File: config.mk
export PLATFORM = sky130hd
export DESIGN_NAME = counter_udg_n
export DESIGN_NICKNAME = d
export VERILOG_FILES = /design/src/rtl/counter_udg_n.sv
export SDC_FILE = /design/constraint.sdc
export NUM_CORES = 1
export LEC_CHECK = 0
export CORE_AREA = 5 5 42 44
export CTS_CLUSTER_DIAMETER = 200
export DETAILED_ROUTE_END_ITERATION = 8
export DIE_AREA = 0 0 47 49
export GPL_ROUTABILITY_DRIVEN = 0
export GPL_TIMING_DRIVEN = 0
export SLEW_MARGIN = 20
export SYNTH_ARGS = -nofsm -noshare
export SYNTH_HDL_FRONTEND = slang
export SYNTH_SLANG_ARGS = --single-unit
export TNS_END_PERCENT = 1
File: constraint.sdc
create_clock -name clk -period 1.7 [get_ports clk]
set_input_delay 0.34 -clock clk [delete_from_list [all_inputs] [get_ports clk]]
set_output_delay 0.34 -clock clk [all_outputs]
set_load 0.01 [all_outputs]
File: src/rtl/counter_udg_n.sv
// Up/down counter with binary or Gray output encoding, saturate-or-wrap end-of-range
// handling, synchronous load, combinational terminal count and a registered wrap pulse.
module counter_udg_n #(
  parameter int unsigned WIDTH = 3
) (
  input  logic             clk,
  input  logic             reset,
  input  logic             en,
  input  logic [1:0]       mode,
  input  logic             sat,
  input  logic             load,
  input  logic [WIDTH-1:0] load_val,
  output logic [WIDTH-1:0] count,
  output logic             tc,
  output logic             wrap
);

  localparam logic [WIDTH-1:0] MaxIdx = '1;
  localparam logic [WIDTH-1:0] OneIdx = WIDTH'(1);

  logic [WIDTH-1:0] idx_q, idx_d;
  logic             wrap_q, wrap_d;
  logic             down;
  logic             gray;
  logic             at_end;

  assign down = mode[0];
  assign gray = mode[1];

  // End of range depends on the current direction only, not on en.
  assign at_end = down ? (idx_q == '0) : (idx_q == MaxIdx);

  always_comb begin
    idx_d  = idx_q;
    wrap_d = 1'b0;
    if (load) begin
      idx_d = load_val;
    end else if (en) begin
      if (!(at_end && sat)) begin
        idx_d  = down ? (idx_q - OneIdx) : (idx_q + OneIdx);
        wrap_d = at_end;
      end
    end
  end

  always_ff @(posedge clk or posedge reset) begin
    if (reset) begin
      idx_q  <= '0;
      wrap_q <= 1'b0;
    end else begin
      idx_q  <= idx_d;
      wrap_q <= wrap_d;
    end
  end

  // Encoding is a pure output view; idx is never converted.
  assign count = gray ? (idx_q ^ (idx_q >> 1)) : idx_q;
  assign tc    = at_end;
  assign wrap  = wrap_q;

endmodule

### Word level (Yosys, flattened, before mapping)

Cells that the tools add are included.

* reductions and logical operators: 4
* bitwise gates (word level): 1
* div/mod/pow operators: 0
* add/subtract/negate cells: 2
* shift operators: 0
* $lt $le $gt $ge: 0
* multiplexer cells: 9
* multiply operators: 0
* equal/unequal tests: 2

Operator list (number)
* $mux 3: 5
* $mux 1: 4
* $add 3x1->3 const B: 1
* $eq 3x3->1 const B: 1
* $logic_not 3->1: 1
* $sub 3x1->3 const B: 1
* $xor 3x2->3: 1
* $ne 2x2->1 const B: 1
* $reduce_and 2->1: 1
* $reduce_bool 2->1: 1
* $logic_and 1x1->1: 1

* memories: 0
* bits in latches: 0
* RAM bits: 0
* bits of input ports: 10
* bits in read-only memories: 0
* output and inout bits: 5
* word-level logic and storage cells: 20
* bits in registers: 4

### Depth between registers and ports, before layout

* depth after elaboration: 6
* gate-level depth with buffers: 5
* gate-level depth less buffers: 5

### Least setup slack after synthesis

No wires, ideal clock.

* path kind: reg2reg
* start point: register idx_q[0]
* end point: register idx_q[2]
* cell stages (with the launch flop): 6
* data arrival time: 1.295 ns
* library setup time: 0.130 ns
* data required time: 1.570 ns
* slack: 0.274 ns
* clock period less this slack: 1.426 ns
* path through: dfrtp_1 > inv_1 > fa_1 > xor2_1 > a221oi_1 > nand3b_1

* cells in the longest elaborated chain, start to end: 5
* elaborated cells between the ends (all ways): 12

RTL lines
* start: declaration: line 21 `logic [WIDTH-1:0] idx_q, idx_d;`
* start signal: assignment: line 51 `idx_q <= idx_d;`
* $add 3x1->3 (tied with other cells): line 40 `idx_d = down ? (idx_q - OneIdx) : (idx_q + OneIdx);`
* $mux 3 or $mux 1 (tied branches): line 40, 31
* $mux 3 or $logic_and 1x1->1 (tied branches): line 39 `if (!(at_end && sat)) begin`
* $mux 3 or $ne 2x2->1 (tied branches)
* $mux 3 or $reduce_and 2->1 (tied branches)

Several ways; a longest one is shown, not always the timed one. The select of a mux whose other input is x is not followed.
A chain may end at the register's enable or synchronous reset.

### Worst setup path after layout

* start point: register idx_q[1]
* end point: output tc

* cells in the longest elaborated chain, start to end: 2
* elaborated cells between the ends (all ways): 3

RTL lines
* $eq 3x3->1 or $logic_not 3->1 (tied branches): line 31 `assign at_end = down ? (idx_q == '0) : (idx_q == MaxIdx);`
* $mux 1 *: line 31
* end: declaration: line 14 `output logic tc,`

Mark *: on every way between the ends. The rest lies on a longest branch, timed or not.

==> flow_summary_export.csv <==
group,metric,value,unit
clocking,clkTransAtPathRegs,0.04,ns
logic_synthesis,synthesis.area,380,sq um
die,start_util,27.1,%
logic_synthesis,ys_top_cells_by_area,"dfrtp_1 (26%), and4b_4 (7.2%), ha_1 (6.6%), fa_1 (5.3%), inv_1 (4.9%)",
logic_synthesis,synth_async_sr_flop_share,100,%
routing,avgViaCountPerCell,5.23,
placement,place_inst,71,
logic_synthesis,synth.top_cell.area_share,26.3,%
logic_synthesis,ys_top_cells_by_count,"inv_1 (5), dfrtp_1 (4), nand2_1 (4)",
logic_synthesis,syn_avg_cell_area,9.06,sq um
timing,max_slew_margin,83.5,%
setup_path,timing.rr.start,"idx_q[0]",
logic_synthesis,yosysWarnings,0,
die,die_area,2300,sq um
setup_path,cp-start-kind,"register",
logic_synthesis,synth_seq_cells,4,
clocking,clkLatencyLatePin,0.24,ns
logic_synthesis,postSynthCellCount,42,
finish,fin_cells,75,
timing,worst_pin_slew,0.244,ns
worst_hold_path,hold_path.class,"in2async",
die,die_w,47,um
placement,hpwl,706,um
routing,final_antenna_net_count,0,
global_routing,grt.overflow.total,0,
clocking,cts_buffer_depth,2,
setup_path,arrival,1.28,ns
global_routing,grt_max_degree,12,
setup_path,endpoint,"tc",
clocking,clock-sinks,4,
routing,wl_per_cell,12.3,um
run,cap_violations,0,
timing,setup_violations,0,
die,ioPinCount,15,
logic_synthesis,synth_top_area_cell,"dfrtp_1",
timing,max_clock_freq,0.618,GHz
routing,drtIter0Drc,5,
power,power_density,742,nW/um^2
logic_synthesis,syn_nets,55,
global_routing,grt_pass1_vias,352,
setup_path,r2r_end,"idx_q[2]",
finish,area_growth,43.4,%
logic_synthesis,synth_enable_flop_cells,0,
clocking,cts_hold_buf,0,
power,p_leak,0.236,nW
timing,finalMaxSlewViolations,0,
routing,drt_wl_total,923,um
setup_path,critPathRequiredTime,1.36,ns
setup_path,r2r_cells,5,
setup_path,reg2reg_slack,0.18,ns
timing,rsz0062_at_grt,"no",
routing,firstDrtPassIters,4,
global_routing,antenna_found_initial,0,
finish,final_nets,74,
clocking,cts_tree,"yes",
clocking,root_buffer,"clkbuf_4",
placement,port_buffers,13,
clocking,htree_levels,1,
timing,period_share,95.1,%
finish,final_core_util,38.9,%
setup_path,crit_fanout,3,
timing,fin_worst_skew,0.00440,ns
routing,vias,392,
die,core_area,1400,sq um
routing,route.detailed.drc,0,
clocking,cts_buffers,3,
finish,drive_gt1_share,28.8,%
die,rows,14,
setup_path,cp-end-kind,"output pin",
timing,worst_hold_slack,0.287,ns
timing,hold_violations,0,
run_status,outcome,"complete, no violations",
die,die_h,49,um
global_routing,track_usage,9.03,%
logic_synthesis,synth_most_common_cell,"inv_1",
timing,min_period,1.62,ns
logic_synthesis,synth_seq_area_share,26.3,%
setup_path,worst-setup-path-type,"reg2out",
global_routing,grt_pass1_wl,1.42,mm
logic_synthesis,ys_types,24,
setup_path,crit_path_start,"idx_q[1]",
logic_synthesis,ys.flop_type,"dfrtp_1",
power,irDropWorstVdd,0.358,mV
finish,antennaDiodeCount,0,
## routing by layer
layer / GRT usage (%) / share of wire (%) / vias up / routed length [um]
met3: 5.54 / 11 / 4 / 98
met4: 5.53 / 3.0 / 0 / 28
met5: 0 / 0 / - / 0
li1: - / - / 189 / -
met2: 11.8 / 45 / 19 / 412
met1: 10.8 / 41 / 180 / 383
## critical path: stages, from the launching register on
cell      delay, ns
dfrtp_1        0.38
buf_4          0.15
ha_1           0.20
nand3b_1       0.10
o21ai_2        0.06
buf_2          0.14
## registers in the layout, summed over array words and instances (netlist names)
signal / flops
idx_q: 3
wrap: 1
## power by group
group | switching [mW] | internal [mW] | total (mW) | leakage [nW]
clock network | 0.0419 | 0.0792 | 0.121 | 0.0138
registers | 0.0184 | 0.108 | 0.126 | 0.0481
logic | 0.0719 | 0.0856 | 0.158 | 0.174
## kinds of logic (layout without fill, tap and decap cells)
logic type / after synthesis / in the layout / share of synthesized area (%)
simple gates: 17 / 17 / 33.2
xor+xnor: 2 / 2 / 4.61
fa+ha+maj: 3 / 3 / 11.8
compound gates: 9 / 9 / 15.8
buf+inv: 7 / 24 / 8.22
flops: 4 / 4 / 26.3
## metrics by stage
stage | setup TNS, ns | power [mW] | worst slack [ns] | cell area [sq um]
after global routing | 0 | 0.444 | 0.00910 | 546
after global placement | -1.51 | 0.292 | -0.469 | 531
after detailed placement | -1.58 | 0.294 | -0.491 | 531
final | 0 | 0.405 | 0.0830 | 546
after floorplan | 0 | 0.215 | 0.274 | 380
after CTS | -0.0387 | 0.418 | -0.0387 | 561
## worst min path at each step
stage	end	slack (ns)	start
after global routing	idx_q[0]	0.30	reset
after detailed placement	wrap	0.54	reset
final	idx_q[1]	0.29	reset
after global placement	wrap	0.53	reset
after floorplan	idx_q[0]	0.11	reset
after CTS	wrap	0.29	reset
## cells in the final DEF, fill, tap and decap left out, drive strengths merged
master	instances
xnor2	1
a31oi	2
o31a	1
or2b	1
nor2b	1
and4b	2
clkbuf	6
dfrtp	4
clkdlybuf4s50	8
nor4b	1
a221oi	1
nor4	2
buf	5
inv	5
fa	1
a41o	1
nor3b	1
or3b	1
xor2	1
ha	2
nand3b	2
o21ai	4
nand4b	2
nand2	4
## final cells by class
cell class / instances / area [sq um]
multi-input combinational: 31 / 255
sequential: 4 / 101
buffer: 2 / 12.5
inverter: 5 / 18.8
fill: 158 / 856
timing repair buffer: 14 / 115
clock buffer: 3 / 22.5
tap: 16 / 20.0
## timing repair
action | in CTS | in global routing
buffers inserted | 1 | 0
endpoints found under the setup margin | 6 | 5
gates resized for setup | 9 | 9
No activity file was read; power rests on OpenSTA's default activity.
